==> config.mk <==
export PLATFORM = sky130hd
export DESIGN_NAME = vend_ctrl_param
export DESIGN_NICKNAME = d
export VERILOG_FILES = /design/src/rtl/vend_ctrl_param.sv
export SDC_FILE = /design/constraint.sdc
export NUM_CORES = 1
export LEC_CHECK = 0
export CORE_ASPECT_RATIO = 1.75
export CORE_MARGIN = 2
export CORE_UTILIZATION = 53
export DETAILED_ROUTE_END_ITERATION = 12
export HOLD_SLACK_MARGIN = 0.1
export PLACE_DENSITY = 0.95
export SETUP_SLACK_MARGIN = 0.5
export SLEW_MARGIN = 15
export SYNTH_ARGS = -nofsm -noshare
export SYNTH_HDL_FRONTEND = slang
export SYNTH_SLANG_ARGS = --single-unit
export TNS_END_PERCENT = 5
==> constraint.sdc <==
create_clock -name clk -period 7.74 [get_ports clk]
set_clock_uncertainty 0.05 [all_clocks]
set_input_delay 1.935 -clock clk [delete_from_list [all_inputs] [get_ports clk]]
set_output_delay 1.935 -clock clk [all_outputs]
set_load 0.02 [all_outputs]
==> src/rtl/vend_ctrl_param.sv <==
// Parametrised vending controller: coin credit, price-table vend, largest-first change.
// Define VEND_TIMEOUT_EN to auto-refund after TIMEOUT_CYC idle cycles in COLLECT.
module vend_ctrl_param #(
  parameter int NUM_PROD    = 8,
  parameter int SEL_W       = 3,
  parameter int CREDIT_W    = 6,
  parameter int COIN1_VAL   = 1,
  parameter int COIN2_VAL   = 5,
  parameter int MAX_CREDIT  = 50,
  parameter int TIMEOUT_CYC = 1000
) (
  input  logic                         clk,
  input  logic                         rst,
  input  logic                         M1,
  input  logic                         M2,
  input  logic [SEL_W-1:0]             sel,
  input  logic                         vend_req,
  input  logic                         cancel,
  input  logic [NUM_PROD*CREDIT_W-1:0] price,
  output logic [CREDIT_W-1:0]          credit,
  output logic                         dispense,
  output logic [SEL_W-1:0]             bebida,
  output logic                         chg1,
  output logic                         chg2,
  output logic                         coin_rej,
  output logic                         insuf,
  output logic [1:0]                   state
);

  typedef enum logic [1:0] {IDLE = 2'd0, COLLECT = 2'd1, VEND = 2'd2, CHANGE = 2'd3} state_t;

  localparam int XW = CREDIT_W + 1;
  localparam logic [XW-1:0]       C1X  = XW'(COIN1_VAL);
  localparam logic [XW-1:0]       C2X  = XW'(COIN2_VAL);
  localparam logic [XW-1:0]       MAXX = XW'(MAX_CREDIT);
  localparam logic [CREDIT_W-1:0] C1W  = CREDIT_W'(COIN1_VAL);
  localparam logic [CREDIT_W-1:0] C2W  = CREDIT_W'(COIN2_VAL);
  localparam logic [CREDIT_W-1:0] MAXW = CREDIT_W'(MAX_CREDIT);

  if (COIN2_VAL <= COIN1_VAL || (COIN2_VAL % COIN1_VAL) != 0 ||
      MAX_CREDIT >= 2**CREDIT_W || TIMEOUT_CYC < 1 || NUM_PROD > 2**SEL_W) begin : g_bad_params
    $error("vend_ctrl_param: inconsistent parameters");
  end

  state_t st;
  assign state = st;

  logic [CREDIT_W-1:0] price_sel, price_vend, remain, refund_src, refund_next, credit_acc;
  logic [XW-1:0]       coin_v, sum;
  logic                sel_ok, coin_ok, coin_rej_c, refund_big, tmo_exp;

  always_comb begin
    price_sel  = '0;
    price_vend = '0;
    sel_ok     = 1'b0;
    for (int k = 0; k < NUM_PROD; k++) begin
      if (sel == SEL_W'(k)) begin
        price_sel = price[k*CREDIT_W +: CREDIT_W];
        sel_ok    = 1'b1;
      end
      if (bebida == SEL_W'(k)) price_vend = price[k*CREDIT_W +: CREDIT_W];
    end
  end

  // M2 wins a simultaneous insertion; the M1 coin is always bounced in that case.
  always_comb begin
    coin_v     = M2 ? C2X : (M1 ? C1X : '0);
    sum        = {1'b0, credit} + coin_v;
    coin_ok    = (st == IDLE || st == COLLECT) && (M1 || M2) && (sum <= MAXX);
    coin_rej_c = (M1 && M2) || ((M1 || M2) && !coin_ok);
    credit_acc = coin_ok ? sum[CREDIT_W-1:0] : credit;
  end

  // One change coin per cycle; the first coin is issued on the edge that enters CHANGE.
  always_comb begin
    remain      = (credit > price_vend) ? credit - price_vend : '0;
    refund_src  = (st == VEND) ? remain : ((st == CHANGE) ? credit : credit_acc);
    refund_big  = refund_src >= C2W;
    refund_next = refund_big ? refund_src - C2W :
                  ((refund_src >= C1W) ? refund_src - C1W : '0);
  end

`ifdef VEND_TIMEOUT_EN
  localparam int TW = $clog2(TIMEOUT_CYC + 1);
  logic [TW-1:0] tmo_q;

  always_ff @(posedge clk) begin
    if (rst || st != COLLECT || coin_ok || vend_req) tmo_q <= TW'(TIMEOUT_CYC - 1);
    else if (tmo_q != '0)                            tmo_q <= tmo_q - 1'b1;
  end

  assign tmo_exp = (st == COLLECT) && (tmo_q == '0) && !coin_ok && !vend_req;
`else
  assign tmo_exp = 1'b0;
`endif

  always_ff @(posedge clk) begin
    if (rst) begin
      st       <= IDLE;
      credit   <= '0;
      bebida   <= '0;
      dispense <= 1'b0;
      chg1     <= 1'b0;
      chg2     <= 1'b0;
      coin_rej <= 1'b0;
      insuf    <= 1'b0;
    end else begin
      dispense <= 1'b0;
      chg1     <= 1'b0;
      chg2     <= 1'b0;
      insuf    <= 1'b0;
      coin_rej <= coin_rej_c;
      case (st)
        IDLE: begin
          credit <= credit_acc;
          if (coin_ok)  st    <= COLLECT;
          if (vend_req) insuf <= 1'b1;
        end
        COLLECT: begin
          if (cancel || tmo_exp) begin
            if (credit_acc == '0) begin
              st     <= IDLE;
              credit <= '0;
            end else begin
              st     <= CHANGE;
              credit <= refund_next;
              chg2   <= refund_big;
              chg1   <= !refund_big;
            end
          end else if (vend_req && (!sel_ok || credit < price_sel)) begin
            insuf  <= 1'b1;
            credit <= credit_acc;
          end else if (vend_req) begin
            st       <= VEND;
            bebida   <= sel;
            dispense <= 1'b1;
            credit   <= credit_acc;
          end else begin
            credit <= credit_acc;
          end
        end
        VEND: begin
          if (remain == '0) begin
            st     <= IDLE;
            credit <= '0;
          end else begin
            st     <= CHANGE;
            credit <= refund_next;
            chg2   <= refund_big;
            chg1   <= !refund_big;
          end
        end
        CHANGE: begin
          if (vend_req) insuf <= 1'b1;
          if (credit == '0) begin
            st <= IDLE;
          end else begin
            credit <= refund_next;
            chg2   <= refund_big;
            chg1   <= !refund_big;
          end
        end
        default: st <= IDLE;
      endcase
    end
  end

  a_credit_max: assert property (@(posedge clk) disable iff (rst) credit <= MAXW);

endmodule
; Word level (Yosys, flattened, before mapping)
; Cells that the tools add are included.
[op_classes]
add_sub_neg = 4
multipliers = 0
div_mod_pow = 0
n_lt_le_gt_ge = 5
eq_ne = 22
shifts = 0
n_mux = 59
n_bitwise = 3
n_reduce_logical = 22
[op_table]
columns = op, count
row1 = 6-bit two-way mux, 26
row2 = 3-bit equality test (second input constant), 8
row3 = 6-bit case mux with 4 select lines, 1
row4 = 1-bit two-way mux, 20
row5 = 6-bit logical NOT, 3
row6 = 2-bit two-way mux, 7
row7 = 3-bit by 2-bit equality test with 1-bit output (second input constant), 4
row8 = 2-bit case mux with 4 select lines, 1
row9 = 4-bit AND reduction, 2
row10 = 6-bit by 3-bit adder with 7-bit output, 1
row11 = 7-bit by 6-bit less-or-equal comparator with 1-bit output (second input constant), 1
row12 = 3-bit by 1-bit equality test with 1-bit output (second input constant), 2
row13 = 6-bit by 1-bit >= comparator with 1-bit output (second input constant), 1
row14 = 6-bit by 3-bit >= comparator with 1-bit output (second input constant), 1
row15 = 6-bit greater-than comparator, 1
row16 = 3-bit logical NOT, 2
row17 = 6-bit < comparator, 1
row18 = 3-bit inequality test (second input constant), 2
row19 = 1-bit case mux with 3 select lines, 2
row20 = 6-bit by 1-bit subtractor with 6-bit output (second input constant), 1
row21 = 6-bit by 3-bit subtractor with 6-bit output (second input constant), 1
row22 = 6-bit subtractor, 1
row23 = 1-bit logical AND, 5
row24 = 2-bit equality test (second input constant), 2
row25 = 11 further kinds, 19
[totals]
register_bits = 16
latch_bits = 0
ram_bits = 0
romBits = 0
input_bits = 57
output_inout_bits = 16
elab_cells = 123
memories = 0

; Depth between registers and ports, before layout
[logic_depth]
ltp_word = 18
depth_mapped = 16
depth_no_buf = 15

; Least setup slack after synthesis
; Ideal clock, no wire load.
[synth_path]
path_kind = in2reg
from = input sel[0]
to = register st[1], in the netlist state[1]
setup_ns = 0.117
arrival_time_ns = 4.749
required_ns = 7.573
path_slack_ns = 2.824
cell_stages = 12
path_buffers = 2
path_cell_list = clkbuf_1 > buf_1 > mux4_2 > mux2i_1 > ha_1 > a21o_1 > a21o_1 > a21oi_1 > o21ai_0 > a21oi_1 > a311oi_1 > a32o_1
[synth_between]
elab_chain_cells = 14
elab_cells_between_ends = 30
classes_between = 1 x order compare / 8 x eq/ne / 16 x mux / 5 x reduce/logical
[synth_rtl]
columns = item, line
row1 = from (decl), 16  ; input logic [SEL_W-1:0] sel,
row2 = 3-bit logical NOT, 57  ; if (sel == SEL_W'(k)) begin
row3 = 6-bit two-way mux / 1-bit two-way mux (equally long branches) (8 in series), 57
row4 = 6-bit < comparator / 1-bit logical NOT (equally long branches), 130  ; end else if (vend_req && (!sel_ok || credit < price_sel)) begin
row5 = 1-bit logical OR (*), 130
row6 = 1-bit logical AND (*), 130
row7 = 3-bit inequality test (no line) (*), n/a
row8 = 4-bit AND reduction (no line) (*), n/a
row9 = to (signal assigned), 125  ; st <= CHANGE;
row10 = to (signal assigned), 134  ; st <= VEND;
row11 = to (signal assigned), 144  ; st <= IDLE;
row12 = to (decl), 45  ; state_t st;
; Every way passes the cells marked *; elsewhere a longest branch is shown, timed or not.
; A chain may end at the register's enable or synchronous reset.

; Final worst setup path
[layout_path]
from = input price[1]
to = register credit[4]
[layout_between]
elab_chain_cells = 17
elab_cells_between_ends = 24
classes_between = 3 x add/sub / 3 x order compare / 17 x mux / 1 x reduce/logical
[layout_rtl]
columns = item, line
row1 = from (decl), 19  ; input logic [NUM_PROD*CREDIT_W-1:0] price,
row2 = 6-bit two-way mux (*) (8 in series), 61  ; if (bebida == SEL_W'(k)) price_vend = price[k*CREDIT_W +: CREDIT_W];
row3 = 6-bit subtractor / 6-bit greater-than comparator (equally long branches), 76  ; remain = (credit > price_vend) ? credit - price_vend : '0;
row4 = 6-bit two-way mux (*), 76
row5 = 6-bit two-way mux, 77  ; refund_src = (st == VEND) ? remain : ((st == CHANGE) ? credit : credit_acc);
row6 = 6-bit by 1-bit subtractor with 6-bit output / 6-bit by 1-bit >= comparator with 1-bit output (equally long branches), 80  ; ((refund_src >= C1W) ? refund_src - C1W : '0);
row7 = 6-bit two-way mux, 80
row8 = 6-bit two-way mux, 79  ; refund_next = refund_big ? refund_src - C2W :
row9 = 6-bit two-way mux, 121  ; if (credit_acc == '0) begin
row10 = 6-bit two-way mux, 120  ; if (cancel || tmo_exp) begin
row11 = 6-bit case mux with 4 select lines (*), 113  ; case (st)
row12 = to (signal assigned), 115  ; credit <= credit_acc;
row13 = to (signal assigned), 126  ; credit <= refund_next;
row14 = to (signal assigned), 132  ; credit <= credit_acc;
row15 = to (decl), 20  ; output logic [CREDIT_W-1:0] credit,
; Every way passes the cells marked *; elsewhere a longest branch is shown, timed or not. The select of a mux whose other input is x is not followed.

==> run_results.csv <==
group,metric,value,unit
status,outcome,"finished, final reports clean",
detailed_routing,ant_nets,0,
layout,stdcell_count,410,
floorplan,dieWidth,56.8,um
floorplan,die_h,96.5,um
pwr,power.internal,0.343,mW
layout,seq_area,320,sq um
place,port_buffers,72,
sta,setup_viol,0,
logic_synthesis,syn_area,0.00259,sq mm
pwr,p_leak,1.28,nW
grt,grt_pass1_wl,12800,um
layout,multiInputGateArea,0.00216,sq mm
pwr,powerDensity,198,mW/mm^2
critical_path,r2r_slack,3.36,ns
place,gp_congestion,0.979,
clock_network,path_clk_slew,0.06,ns
critical_path,worstSetupEndpointType,"flop",
floorplan,start_util,55.0,%
clock_network,clk_latency,0.26,ns
worst_hold_path,hp-class,"reg -> reg",
detailed_routing,wire_per_inst,19.7,um
grt,grt_max_degree,19,
clock_network,cts_buffers,3,
clock_network,cts-resized-gates,0,
clock_network,cts_tree,"done",
logic_synthesis,synth-main-ff-cell,"dfxtp_1",
layout,antenna_cells,0,
floorplan,die-area,0.00548,sq mm
layout,fillers,364,
sta,fmax,180,MHz
floorplan,ios,73,
place,place_inst,406,
pwr,comb_power_share,69.8,%
grt,overflow,0,
detailed_routing,drtIter0Drc,128,
pwr,seqPwrFrac,19.0,%
job,timing.max_cap.violations,0,
critical_path,arrival,5.63,ns
clock_network,clock_path_buffers,2,
detailed_routing,drt-pass1-iter-count,5,
layout,area_growth,29.9,%
sta,slew_viol_final,0,
critical_path,cp-start-kind,"primary input",
critical_path,required,7.81,ns
sta,max_slew_margin,35.0,%
grt,antenna_found_initial,0,
place,hpwl,6570,um
sta,tightest_slew,0.972,ns
sta,rsz0062_at_grt,"false",
logic_synthesis,synth_area_leaders,"mux4_2 (17%), dfxtp_1 (12%), mux2i_1 (9.3%)",
detailed_routing,viasPerCell,6.82,
logic_synthesis,yosysWarningCount,0,
pwr,ir_drop,0.000181,V
detailed_routing,drc,0,
logic_synthesis,synth_cells,298,
clock_network,htree_levels,1,
pwr,power.switching,0.324,mW
clock_network,hold_buffers,0,
logic_synthesis,ys_types,61,
sta,hold_viol,0,
detailed_routing,routed_wl,8070,um
clock_network,cts.sinks,16,
logic_synthesis,synth-seq-cells,16,
logic_synthesis,synth_edf_count,0,
critical_path,cp_max_fo,4,
sta,period_needed,5.56,ns
logic_synthesis,synthDominantCellAreaShare,16.5,%
logic_synthesis,yosysTopAreaCell,"mux4_2",
critical_path,path_class,"in -> reg",
logic_synthesis,synth.avg_cell_area,8.69,sq um
layout,num-nets-final,436,
grt,grt_pass1_vias,2960,
grt,grt_usage,29.8,%
logic_synthesis,synth_fp_nets,375,
clock_network,post_cts_buffers,0,
detailed_routing,num_vias,2798,
floorplan,row_count,33,
clock_network,root_buffer,"clkbuf_8",
pwr,swShare,48.5,%
sta,period_share,71.9,%
sta,tns,0,ns
logic_synthesis,ys_seq_area_share,12.4,%
pwr,clkPwrFrac,11.3,%
floorplan,coreArea,0.00471,sq mm
layout,layout-drive-gt1-share,11.5,%
logic_synthesis,ys_async_sr_fraction,0,%
==> state kept, by name, indices dropped and copies added, names as in the netlist <==
signal and count:
bebida 3, coin_rej 1, credit 6, insuf 1, dispense 1, chg2 1, state 2, chg1 1
==> cell usage in the layout, fill, tap and decap left out, types with 3 or more instances in the layout <==
cell type	instances
a21o_1	4
o211ai_1	5
ha_1	19
mux4_2	19
or3_1	3
o21ai_0	14
or4_1	3
dfxtp_1	16
nand2b_1	12
xor2_1	4
nand3_1	8
xnor2_1	3
nor3_1	6
a21oi_1	16
nand2_1	18
o22ai_1	6
and3_1	4
nor2b_1	6
nor2_1	22
clkdlybuf4s50_1	72
nand3b_1	4
or2_2	4
a221oi_2	3
mux2i_1	24
a31oi_1	4
inv_1	11
clkbuf_8	4
a311oi_1	3
==> metal layers <==
layer	share of wire [%]	wire, um	vias to the layer above	GRT usage (%)
met1	32	2550	1314	26.4
li1	-	-	1273	-
met5	0	0	-	0
met2	56	4480	156	60.1
met3	6.1	495	55	3.73
met4	6.6	535	0	20.7
==> per-stage QoR <==
| stage | hold slack [ns] | utilization (%) | instance area [sq um] | worst slack (ns) | total power, mW |
|---|---|---|---|---|---|
| 2_1_floorplan | 0.576 | - | 2590 | 2.82 | 0.436 |
| 5_1_grt | 0.573 | 71.4 | 3360 | 1.97 | 0.706 |
| 3_5_place_dp | 0.539 | 70.3 | 3310 | 2.09 | 0.576 |
| 4_1_cts | 0.553 | 71.4 | 3360 | 2.33 | 0.654 |
| 3_3_place_gp | 0.523 | 70.3 | 3310 | 2.20 | 0.562 |
| 6_report | 0.555 | 71.4 | 3360 | 2.18 | 0.667 |
==> area by class of cell <==
class                           count  area share, %
Multi-Input combinational cell    255           64.2
Sequential cell                    16           9.53
Tap cell                           52           1.94
Clock buffer                        4           1.64
Inverter                           11           1.23
Timing Repair Buffer               72           21.4
==> cell families (layout without fill, tap and decap cells) <==
| logic type | Yosys count | after routing | synth area share (%) |
|---|---|---|---|
| compound gates | 80 | 80 | 22.8 |
| buf+inv | 27 | 87 | 4.20 |
| simple gates | 103 | 103 | 21.7 |
| flops | 16 | 16 | 12.4 |
| xor+xnor | 7 | 7 | 2.37 |
| mux | 45 | 45 | 26.7 |
| fa+ha+maj | 20 | 20 | 9.96 |
==> synthesized netlist by cell type, types with 2 or more instances <==
library cell / n
nand4_1: 2
and2_4: 2
o22ai_1: 6
nor2b_1: 6
dfxtp_1: 16
o21ai_0: 14
nor2_1: 22
mux2_2: 2
and2_1: 2
nand2_1: 18
nor3b_1: 2
buf_1: 3
a311oi_1: 3
or2_2: 4
mux4_2: 19
xor2_1: 4
xnor2_1: 3
a21bo_2: 2
nand3_1: 8
clkbuf_1: 12
inv_1: 11
a21o_1: 4
o211ai_1: 5
a31oi_1: 4
a221oi_2: 3
or4_1: 3
nor3_1: 6
a21oi_1: 16
a2bb2oi_1: 2
nand3b_1: 4
mux2i_1: 24
or3_1: 3
o32a_1: 2
ha_1: 19
o31ai_1: 2
nand2b_1: 12
and3_1: 4
==> power by group through the flow <==
stage	logic [mW]	registers (mW)	clock network (mW)
after floorplan	0.306	0.131	0
after global placement	0.436	0.127	0
after detailed placement	0.449	0.127	0
after CTS	0.454	0.125	0.0750
after global routing	0.499	0.129	0.0779
final	0.465	0.127	0.0751
==> worst max-delay path: stages <==
cell and delay, ns:
clkdlybuf4s50_1 0.48, mux2i_1 0.07, nor2_1 0.14, o32a_1 0.16, nor2_1 0.04, a311oi_1 0.22
a41oi_1 0.14, fa_1 0.57, a21oi_1 0.16, o211ai_1 0.15, and3_1 0.25, a21bo_2 0.20
a211oi_1 0.48, o21ai_1 0.28, mux2i_1 0.23, o22ai_1 0.10
==> final timing paths <==
kind,cells past startpoint,startpoint,endpoint
worst max-delay path,16,price[1],credit[4]$_SDFFE_PP0P_
worst min-delay path,2,state[0]$_SDFFE_PP0P_,state[0]$_SDFFE_PP0P_
worst max register to register,15,bebida[0]$_SDFFE_PP0P_,credit[4]$_SDFFE_PP0P_
worst min register to register,2,state[0]$_SDFFE_PP0P_,state[0]$_SDFFE_PP0P_
No activity file was read; power rests on OpenSTA's default activity.
